$ cat src/rtl/control_reproduccion_pkg.sv
// Shared widths, note-word layout and state encoding for the song playback sequencer.
package pkg_reproduccion;

    localparam int NOTE_W = 5;
    localparam int DUR_W  = 4;
    localparam int WORD_W = NOTE_W + DUR_W;

    // Note word layout in the song ROM: {dur, nota}
    localparam int NOTA_LSB = 0;
    localparam int NOTA_MSB = NOTE_W - 1;
    localparam int DUR_LSB  = NOTE_W;
    localparam int DUR_MSB  = NOTE_W + DUR_W - 1;

    typedef enum logic [2:0] {
        ST_IDLE   = 3'd0,
        ST_START  = 3'd1,
        ST_WAIT   = 3'd2,
        ST_LOAD   = 3'd3,
        ST_PLAY   = 3'd4,
        ST_PAUSED = 3'd5,
        ST_STEP   = 3'd6
    } estado_t;

endpackage

$ cat src/rtl/control_reproduccion_divisor.sv
// Prescaler counting 0..DIV-1 with synchronous clear and enable; ticks on the terminal count.
module divisor_pulso #(
    parameter int DIV = 4
) (
    input  logic clock,
    input  logic reset,
    input  logic clear,
    input  logic enable,
    output logic ultimo,
    output logic tick
);

    localparam int CW = (DIV > 1) ? $clog2(DIV) : 1;
    localparam logic [CW-1:0] MAXIMO = CW'(DIV - 1);

    logic [CW-1:0] cuenta;

    always_ff @(posedge clock or posedge reset) begin
        if (reset) begin
            cuenta <= '0;
        end else if (clear) begin
            cuenta <= '0;
        end else if (enable) begin
            cuenta <= (cuenta == MAXIMO) ? '0 : cuenta + 1'b1;
        end
    end

    // ultimo is independent of enable so the caller can gate enable on it
    assign ultimo = (cuenta == MAXIMO);
    assign tick   = enable & ultimo;

endmodule

$ cat src/rtl/control_reproduccion.sv
// Playback sequencer: steps the address generator, latches ROM note words and times each note in beats.
module control_reproduccion
    import pkg_reproduccion::*;
#(
    parameter int ADDR_W   = 7,
    parameter int NOTE_W   = pkg_reproduccion::NOTE_W,
    parameter int DUR_W    = pkg_reproduccion::DUR_W,
    parameter int TICK_DIV = 12500000
) (
    input  logic                    clock,
    input  logic                    reset,
    input  logic                    play,
    input  logic                    stop,
    input  logic                    pausa,
    input  logic                    repetir,
    input  logic                    termino,
    input  logic [DUR_W+NOTE_W-1:0] mem_data,
    output logic                    empiece,
    output logic                    cuente,
    output logic [NOTE_W-1:0]       nota,
    output logic                    nota_valida,
    output logic                    reproduciendo,
    output logic                    fin
);

    if (TICK_DIV < 2 || ADDR_W < 1) begin : g_param_check
        $error("control_reproduccion: TICK_DIV must be >= 2 and ADDR_W >= 1");
    end

    estado_t           estado, estado_sig;
    logic              fin_sig;
    logic [DUR_W-1:0]  dur_q;
    logic [DUR_W-1:0]  pulsos;
    logic              en_div, clr_div, ultimo, tick;

    // A pausa landing on the terminal count freezes the prescaler so that tick is replayed on resume
    assign en_div  = (estado == ST_PLAY) && !stop && !play && !(pausa && ultimo);
    assign clr_div = (estado == ST_LOAD);

    divisor_pulso #(
        .DIV (TICK_DIV)
    ) u_divisor (
        .clock  (clock),
        .reset  (reset),
        .clear  (clr_div),
        .enable (en_div),
        .ultimo (ultimo),
        .tick   (tick)
    );

    always_comb begin
        estado_sig = estado;
        fin_sig    = 1'b0;
        if (stop) begin
            estado_sig = ST_IDLE;
        end else if (play) begin
            estado_sig = ST_START;
        end else begin
            case (estado)
                ST_IDLE:   estado_sig = ST_IDLE;
                ST_START:  estado_sig = ST_WAIT;
                ST_WAIT: begin
                    if (termino) begin
                        if (repetir) begin
                            estado_sig = ST_START;
                        end else begin
                            estado_sig = ST_IDLE;
                            fin_sig    = 1'b1;
                        end
                    end else begin
                        estado_sig = ST_LOAD;
                    end
                end
                ST_LOAD:   estado_sig = ST_PLAY;
                ST_PLAY: begin
                    if (pausa) begin
                        estado_sig = ST_PAUSED;
                    end else if (tick && (pulsos == dur_q)) begin
                        estado_sig = ST_STEP;
                    end
                end
                ST_PAUSED: if (pausa) estado_sig = ST_PLAY;
                ST_STEP:   estado_sig = ST_WAIT;
                default:   estado_sig = ST_IDLE;
            endcase
        end
    end

    // Outputs are decoded from the next state and registered, so they line up with the state they describe
    always_ff @(posedge clock or posedge reset) begin
        if (reset) begin
            estado        <= ST_IDLE;
            empiece       <= 1'b0;
            cuente        <= 1'b0;
            nota          <= '0;
            nota_valida   <= 1'b0;
            reproduciendo <= 1'b0;
            fin           <= 1'b0;
            dur_q         <= '0;
            pulsos        <= '0;
        end else begin
            estado        <= estado_sig;
            empiece       <= (estado_sig == ST_START);
            cuente        <= (estado_sig == ST_STEP);
            nota_valida   <= (estado_sig == ST_PLAY);
            reproduciendo <= (estado_sig != ST_IDLE);
            fin           <= fin_sig;
            if (estado == ST_LOAD && estado_sig == ST_PLAY) begin
                nota  <= mem_data[NOTE_W-1:0];
                dur_q <= mem_data[NOTE_W+DUR_W-1:NOTE_W];
            end
            if (estado == ST_LOAD) begin
                pulsos <= '0;
            end else if (tick && (pulsos != dur_q)) begin
                pulsos <= pulsos + 1'b1;
            end
        end
    end

endmodule

$ cat config.mk
export PLATFORM = sky130hd
export DESIGN_NAME = control_reproduccion
export DESIGN_NICKNAME = d
export VERILOG_FILES = /design/src/rtl/control_reproduccion_pkg.sv /design/src/rtl/control_reproduccion_divisor.sv /design/src/rtl/control_reproduccion.sv
export SDC_FILE = /design/constraint.sdc
export NUM_CORES = 1
export LEC_CHECK = 0
export CORE_ASPECT_RATIO = 1.25
export CORE_MARGIN = 1.5
export CORE_UTILIZATION = 50
export DETAILED_ROUTE_END_ITERATION = 16
export PLACE_DENSITY = 0.76
export SLEW_MARGIN = 20
export SYNTH_ARGS = -nofsm -noshare
export SYNTH_HDL_FRONTEND = slang
export SYNTH_HIERARCHICAL = 1
export SYNTH_SLANG_ARGS = --single-unit
$ cat constraint.sdc
create_clock -name clock -period 2.4 [get_ports clock]
set_input_delay 0.48 -clock clock [delete_from_list [all_inputs] [get_ports clock]]
set_output_delay 0.48 -clock clock [all_outputs]
set_load 0.05 [all_outputs]
==> flow_summary.ini, run 1 <==
[sta]
hold_viol = 0
period_share_pct = 96.6
fmax_mhz = 431
maxSlewViolCount = 0
rsz0062_at_grt = true
min_period_ns = 2.32
worst_pin_slew_ns = 0.506
relSlewSlack_pct = 66.2
finClkSkew_ns = 0.0108
setup_viol = 0

[setup_path]
worstPathRequired_ns = 2.61
critPathMaxStageDelay_ns = 0.57
critical_path.max_fanout = 11
critPathTopFamily = simple AND/OR/NAND/NOR gates
path_cells = or4_4 -> nor3_4 -> nand2_2 -> inv_2 -> a211oi_2 -> buf_4 -> o211ai_1 -> buf_4 -> nor3_1 -> xnor2_1 -> nor2_2
path_buf_inv = 3
cpMaxStageDelayCell = or4_4
critPathCaptureType = flip-flop
cp.arrival_ns = 2.53
cp-start-kind = flip-flop
critPathKind = flip-flop to flip-flop
crit_path_frequent_cell = buf_4

[pwr]
ir_drop_mv = 0.538
power.leakage_uw = 0.00135
power_density_nw_per_um2 = 508
total_power_uw = 1600

[detailed_routing]
drt_iter0_markers = 120
ant_nets = 0
via_count = 1939
viasPerCell = 5.43
wire_per_inst_um = 14.7
firstDrtPassIters = 4
drc = 0
wl_mm = 5.25

[synth]
ys_types = 53
synth_edf_count = 0
ys_async_sr_fraction_pct = 100
ys_seq_elements = 45
syn-cell-area_sq_um = 2410
yosysSeqAreaShare_pct = 46.7
synth_nets = 255
synthCells = 237
post_synth.cell_area_avg_sq_um = 10.2
ys_warn_count = 6
ys.flop_type = dfrtp_1

[global_routing]
met3_usage_pct = 4.34
grt_max_degree = 25
antenna_found_initial = 0
grt_pass1_wl_mm = 8.88
overflow = 0
grt.met2_usage_pct = 38.2
met1_usage_pct = 26.9
busiest_layer = met2
grt_usage_pct = 22.4
grt_pass1_vias = 2003

[clock_tree]
cts_tree = done
ctsHoldBuffers = 0
htreeDepth = 2
cts.clk_slew.worst_paths_ns = 0.09
cts_inserted_buffers = 5
cts-root-buf = clkbuf_8
tritoncts_num_sinks = 45
clkLatencyLatePin_ns = 0.31
cts_buffer_depth = 2

[final_layout]
area_growth_pct = 30.4
final_nets = 314
final_common_cell = dfrtp_1
drive_gt1_share_pct = 27.3
final_util_pct = 67.0
final_cell_mix = dfrtp_1 (45), buf_4 (34), clkdlybuf4s50_1 (25)
antenna_cells = 0
num-fill-cells = 382

[die]
row_count = 28
io_pins = 26
dieArea_sq_um = 5250
start_util_pct = 51.4
die_w_um = 65.1
core_area_sq_um = 4690
die_h_um = 80.7

[placement]
gp_congestion = 0.867
post-dp-hpwl_mm = 3.80
io_buffers = 25

[flow_run]
drv_cap = 0

[worst_hold_path]
hp-class = flip-flop to flip-flop

[run_status]
status = finished, final reports clean
[worst paths after layout]
check	start	end	slack, ns	cells after the start
max	u_divisor/cuenta[14]$_DFFE_PP0P_	u_divisor/cuenta[14]$_DFFE_PP0P_	0.08	11
min	nota[2]$_DFFE_PP0P_	nota[2]$_DFFE_PP0P_	0.51	1
max reg2reg	u_divisor/cuenta[14]$_DFFE_PP0P_	u_divisor/cuenta[14]$_DFFE_PP0P_	0.08	11
min reg2reg	nota[2]$_DFFE_PP0P_	nota[2]$_DFFE_PP0P_	0.51	1
max in group asynchronous	reset	u_divisor/cuenta[2]$_DFFE_PP0P_	1.60	3
min in group asynchronous	reset	dur_q[3]$_DFFE_PP0P_	0.53	3
[registers in the layout (all words and copies together) (netlist names)]
name	flops
u_divisor/cuenta	24
nota	5
dur_q	4
pulsos	4
estado	3
cuente	1
empiece	1
fin	1
nota_valida	1
reproduciendo	1
[routing by layer]
metal / part of all wire [%] / vias up
met5: 0 / -
met4: 2.8 / 0
met3: 3.4 / 13
met2: 51 / 45
met1: 42 / 918
li1: - / 963
[cells by family after synthesis]
logic type	count (synthesis)	synth area share, %
xor gates and xnor gates	19	6.90
DFF	45	46.7
adders and majority gates	2	1.04
muxes	10	4.67
and+or+nand+nor	110	27.1
AOI/OAI and AO/OA	35	10.6
buffers and inverters	16	3.01
[through the flow]
step	area, sq um	setup WS (ns)	TNS (ns)	cells	hold slack, ns
2_1_floorplan	2450	0.0131	0	237	0.457
5_1_grt	3150	-0.0565	-0.397	357	0.529
6_report	3150	0.0823	0	357	0.511
4_1_cts	3110	0.0192	0	355	0.515
3_5_place_dp	2970	-0.228	-2.48	346	0.491
3_3_place_gp	2970	-0.157	-1.49	346	0.487
[synth_stat cells (5+ instances only)]
library cell  instances  area [sq um]
nand3_1              15          75.1
xor2_1                8          70.1
a21oi_1               5          25.0
mux2_2               10           113
a32o_1                5          50.1
nand2_1              15          56.3
xnor2_1              11          96.3
o21ai_1               6          30.0
or3_1                 7          43.8
dfrtp_1              45          1130
nor2_1               26          97.6
inv_1                 8          30.0
[area by class of cell]
| type | instances | area [sq um] | area share (%) |
|---|---|---|---|
| timing repair buffer | 59 | 505 | 16.1 |
| clock inverter | 3 | 46.3 | 1.47 |
| clock buffer | 5 | 68.8 | 2.19 |
| tap | 60 | 75.1 | 2.39 |
| inverter | 9 | 33.8 | 1.07 |
| sequential | 45 | 1130 | 35.8 |
| multi-input combinational | 176 | 1290 | 41.0 |
[power by group]
group / internal (uW) / leakage (uW) / switching [uW] / total (uW)
logic: 86.5 / 0.000682 / 106 / 192
registers: 792 / 0.000615 / 23.9 / 816
clock network: 312 / 0.0000543 / 278 / 590
total: 1190 / 0.00135 / 407 / 1600
[timing repair]
action / CTS / global route
setup endpoints to repair: 9 / 12
buffers inserted: 1 / 2
pin swaps: 4 / 3
resized for setup: 3 / 4
Note: power is estimated with default switching activity, not from simulation.
==> run 2: changes to the inputs <==
Settings changed: CORE_ASPECT_RATIO 1.25 to not set, GPL_TIMING_DRIVEN set to 0.
==> run 2 against run 1 <==
The flow now finishes with violations (setup timing). Count of clock-buffer cells in the layout unchanged. Design area up 1.8%. Combinational power down 6%. Clock power up 1%. Total power up 0.24%. Largest power group unchanged. Sequential cell count unchanged. First-iteration DRC count up 110%.
==> flow_summary.ini, run 2 (synthesis gave the netlist of run 1 again) <==
[sta]
fmax_mhz = 399
tns_ns = -0.593
finClkSkew_ns = 0.0104
worst_pin_slew_ns = 0.937
hold_viol = 0
min_period_ns = 2.51
setup_viol = 11
period_share_pct = 104
relSlewSlack_pct = 37.5
rsz0062_at_grt = true
layout_setup_ws_ns = -0.105
maxSlewViolCount = 0

[setup_path]
r2r_cells = 13
critPathCaptureType = flip-flop
ff2ff_setup_slack_ns = -0.11
cp-start-kind = flip-flop
cp.arrival_ns = 2.70
worstPathRequired_ns = 2.59
path_cells = or3_4 -> nor4_4 -> buf_4 -> nand2_4 -> inv_4 -> a211oi_4 -> buf_6 -> nand2_4 -> nor2_4 -> inv_2 -> or3_4 -> o32ai_4 -> nor4_1
critPathKind = flip-flop to flip-flop
critical_path.max_fanout = 6
rr_startpoint = u_divisor/cuenta[8]$_DFFE_PP0P_
critPathTopFamily = simple AND/OR/NAND/NOR gates
cp.depth = 13
path_buf_inv = 4
r2r-end = nota_valida$_DFF_PP0_
critPathMaxStageDelay_ns = 0.46
cpMaxStageDelayCell = dfrtp_1

[final_layout]
area_growth_pct = 32.8
top_regs = u_divisor/cuenta (24), nota (5)
drive_gt1_share_pct = 30.1
final_nets = 309
num-fill-cells = 361
seq_area_sq_um = 1130
multi_input_area_sq_um = 1380
final_cell_mix = dfrtp_1 (45), clkdlybuf4s50_1 (25), nor2_1 (21)
max_flop_register = u_divisor/cuenta
antenna_cells = 0
final_common_cell = dfrtp_1
largest_reg_flops = 24

[placement]
gp_congestion = 0.846
io_buffers = 25
pre_cts_slack_ns = -0.547
post-dp-hpwl_mm = 3.56

[die]
die_w_um = 72.5
start_util_pct = 51.4
row_count = 25
die_h_um = 72.5
core_area_sq_um = 4690
dieArea_sq_um = 5250
io_pins = 26

[pwr]
power_density_nw_per_um2 = 500
ir_drop_mv = 0.427
power.leakage_uw = 0.00138

[clock_tree]
ctsHoldBuffers = 0
cts_tree = done
htreeDepth = 2
tritoncts_num_sinks = 45
cts_inserted_buffers = 5
cts_buffer_depth = 2
cts.clk_slew.worst_paths_ns = 0.09
clkLatencyLatePin_ns = 0.31
cts-root-buf = clkbuf_8

[detailed_routing]
wl_mm = 5.81
firstDrtPassIters = 4
wire_per_inst_um = 16.8
via_count = 2070
drc = 0
viasPerCell = 5.98
ant_nets = 0
drt_iter0_markers = 249

[global_routing]
grt_pass1_vias = 2038
antenna_found_initial = 0
grt_usage_pct = 23.4
grt_max_degree = 25
overflow = 0
grt_pass1_wl_mm = 9.44

[worst_hold_path]
hp-class = flip-flop to flip-flop
min_to = nota[1]$_DFFE_PP0P_
worstHoldStart = nota[1]$_DFFE_PP0P_
worstHoldPathCells = 1

[flow_run]
drv_cap = 0

[run_status]
status = finished with violations
violations = setup timing
## run 2: power by group
group | leakage, uW | total (uW) | internal, uW | switching, uW
combinational | 0.000709 | 180 | 78.2 | 102
sequential | 0.000615 | 823 | 792 | 30.8
clock | 0.0000563 | 598 | 317 | 281
total | 0.00138 | 1600 | 1190 | 414
## run 2: cell type report
type	count	area share, %
plain buffers	7	1.45
repair buffers	47	13.3
clock buffers	5	2.15
well taps	54	2.11
flip-flops and latches	45	35.2
clock inverters	3	1.52
multi-input cells	176	43.2
inverters	9	1.13
## run 2: repair_timing
action                     in CTS  in global routing
gates cloned                    0                  0
resized for setup              15                 19
setup buffers                  11                 11
setup endpoints to repair      20                 30
pin swaps                      10                 16
## run 2: how the worst max path moves through the flow
stage	from	slack, ns	to
3_3_place_gp	stop	-0.56	reproduciendo$_DFF_PP0_
6_report	u_divisor/cuenta[8]$_DFFE_PP0P_	-0.11	nota_valida$_DFF_PP0_
3_5_place_dp	stop	-0.55	reproduciendo$_DFF_PP0_
5_1_grt	u_divisor/cuenta[8]$_DFFE_PP0P_	-0.20	reproduciendo$_DFF_PP0_
2_1_floorplan	u_divisor/cuenta[1]$_DFFE_PP0P_	0.01	reproduciendo$_DFF_PP0_
4_1_cts	u_divisor/cuenta[9]$_DFFE_PP0P_	-0.06	reproduciendo$_DFF_PP0_
## run 2: per-layer routing
| layer | share of wire (%) | vias to the layer above | GRT usage [%] | wire [um] |
|---|---|---|---|---|
| met1 | 41 | 998 | 29.2 | 2400 |
| li1 | - | 961 | - | - |
| met5 | 0 | - | 0 | 0 |
| met2 | 50 | 80 | 39.0 | 2890 |
| met4 | 3.9 | 0 | 9.43 | 227 |
| met3 | 5.1 | 31 | 5.69 | 295 |
## run 2: worst register-to-register path, stage by stage, from the launching register on
cell	delay, ns
dfrtp_1	0.46
or3_4	0.18
nor4_4	0.04
buf_4	0.15
nand2_4	0.08
inv_4	0.04
a211oi_4	0.23
buf_6	0.17
nand2_4	0.06
nor2_4	0.10
inv_2	0.05
or3_4	0.38
o32ai_4	0.34
nor4_1	0.09
## run 2: metrics by stage
step	cell area [sq um]	std cells	utilization (%)	hold slack (ns)	total power, uW
final	3200	346	68.3	0.509	1600
after global routing	3200	346	68.3	0.525	1660
after CTS	3040	335	64.7	0.514	1610
after detailed placement	2770	316	59.0	0.494	1010
after global placement	2770	316	59.0	0.486	1010
after floorplan	2450	237	-	0.457	940
==> run 3: changes to the inputs <==
Settings changed: GPL_TIMING_DRIVEN 0 to not set.
==> run 3 against run 2 <==
The flow now finishes without violations. Via count is 2.5% lower. Worst hold slack better by 0.0036 ns. First-iteration DRC count is 45% lower. Register-to-register slack better by 0.19 ns. Sequential power is 0.7% lower. Routed wire length is 6.0% lower. Maximum frequency is 8.3% higher. Global-route usage is 2.0 points lower. Worst setup slack better by 0.19 ns. Clock skew is 0.0026 ns higher. Highest routed layer unchanged.
==> flow_summary.ini, run 3 (synthesis gave the netlist of run 1 again) <==
[detailed_routing]
wl_mm = 5.46
drt_iter0_markers = 137
viasPerCell = 5.66
via_count = 2019
wire_per_inst_um = 15.3
firstDrtPassIters = 4
drc = 0
ant_nets = 0

[sta]
hold_viol = 0
min_period_ns = 2.31
relSlewSlack_pct = 65.1
fmax_mhz = 432
tns_ns = 0
worst_pin_slew_ns = 0.521
holdWs_ns = 0.512
rsz0062_at_grt = true
setup_viol = 0
finClkSkew_ns = 0.0130
maxSlewViolCount = 0
period_share_pct = 96.4

[global_routing]
antenna_found_initial = 0
overflow = 0
grt_max_degree = 25
grt_usage_pct = 21.3
grt_pass1_wl_mm = 8.76
grt_pass1_vias = 1936

[flow_run]
drv_cap = 0

[setup_path]
cp-start-kind = flip-flop
critPathMaxStageDelay_ns = 0.42
critPathKind = flip-flop to flip-flop
r2r_cells = 12
cp.arrival_ns = 2.56
worstPathRequired_ns = 2.65
path_cells = ha_4 -> nand4_4 -> nor3_4 -> nand2_2 -> inv_2 -> a211oi_4 -> nand2_2 -> nor2_4 -> inv_2 -> or3_4 -> o32ai_4 -> or3_1
critical_path.max_fanout = 4
critPathCaptureType = flip-flop
cpMaxStageDelayCell = dfrtp_1

[final_layout]
final_cell_mix = dfrtp_1 (45), buf_4 (38), clkdlybuf4s50_1 (25)
top_regs = u_divisor/cuenta (24), nota (5)
max_flop_register = u_divisor/cuenta
postLayoutCellArea_sq_um = 3210
final_common_cell = dfrtp_1
drive_gt1_share_pct = 29.7
area_growth_pct = 33.0
largest_reg_flops = 24
final_nets = 320
antenna_cells = 0

[die]
dieArea_sq_um = 5250
core_area_sq_um = 4690
die_w_um = 72.5
row_count = 25
start_util_pct = 51.4
die_h_um = 72.5
io_pins = 26

[clock_tree]
clkLatencyLatePin_ns = 0.30
cts_inserted_buffers = 5
cts.clk_slew.worst_paths_ns = 0.09
cts_tree = done
htreeDepth = 2
tritoncts_num_sinks = 45
cts-root-buf = clkbuf_8
cts_buffer_depth = 2

[run_status]
status = finished, final reports clean

[worst_hold_path]
hp-class = flip-flop to flip-flop
worstHoldPathCells = 1

[placement]
gp_congestion = 0.877
io_buffers = 25
dpl-instance-area_sq_um = 2970
post-dp-hpwl_mm = 3.80

[pwr]
power.leakage_uw = 0.00141
ir_drop_mv = 0.474
power_density_nw_per_um2 = 499
[run 3: path summary, 6_finish.rpt]
kind	slack, ns	startpoint	end
worst max-delay path	0.09	u_divisor/cuenta[1]$_DFFE_PP0P_	reproduciendo$_DFF_PP0_
worst min register to register	0.51	nota[1]$_DFFE_PP0P_	nota[1]$_DFFE_PP0P_
max in group asynchronous	1.59	reset	u_divisor/cuenta[2]$_DFFE_PP0P_
worst max register to register	0.09	u_divisor/cuenta[1]$_DFFE_PP0P_	reproduciendo$_DFF_PP0_
min in group asynchronous	0.53	reset	nota[1]$_DFFE_PP0P_
worst min-delay path	0.51	nota[1]$_DFFE_PP0P_	nota[1]$_DFFE_PP0P_
[run 3: metrics by stage]
stage	std cells	total power, uW	setup slack, ns	utilization (%)
after floorplan	237	940	0.0131	-
after global placement	341	1020	-0.132	63.3
after detailed placement	341	1030	-0.212	63.3
after CTS	350	1610	0.0451	66.0
after global routing	357	1660	-0.0399	68.4
final	357	1600	0.0874	68.4
[run 3: routing by layer]
layer / up-vias / share of wire [%] / global-route usage [%]
met5: - / 0 / 0
met4: 0 / 0.27 / 4.19
met3: 2 / 5.5 / 5.83
met2: 66 / 50 / 36.0
met1: 973 / 44 / 27.7
li1: 978 / - / -
[run 3: what timing repair did]
| action | 4_1_cts | 5_1_grt |
|---|---|---|
| pin swaps | 1 | 11 |
| buffers inserted | 1 | 6 |
| hold buffers | 0 | 0 |
| gates cloned | 0 | 1 |
| hold endpoints to repair | 0 | 0 |
| gates resized for setup | 1 | 13 |
| setup endpoints to repair | 8 | 16 |
[run 3: power by group]
group | switching [uW] | internal [uW] | leakage [uW]
registers | 24.6 | 792 | 0.000615
logic | 107 | 87.8 | 0.000734
clock network | 278 | 312 | 0.0000585
[run 3: layout make-up]
class                      instances  area [sq um]
clock buffer                       5          68.8
multi-input combinational        176          1320
inverter                           9          33.8
sequential                        45          1130
fill                             370          1480
tap                               54          67.6
timing repair buffer              65           552
clock inverter                     3          43.8
[run 3: critical path: cells and delay by family, from the launching register on]
kind	cells	cell delay [ns]
buffers and inverters	2	0.11
AND/OR/NAND/NOR	7	0.94
flip-flops	1	0.42
AO/OA/AOI/OAI	2	0.58
adder cells (fa/ha/maj)	1	0.19
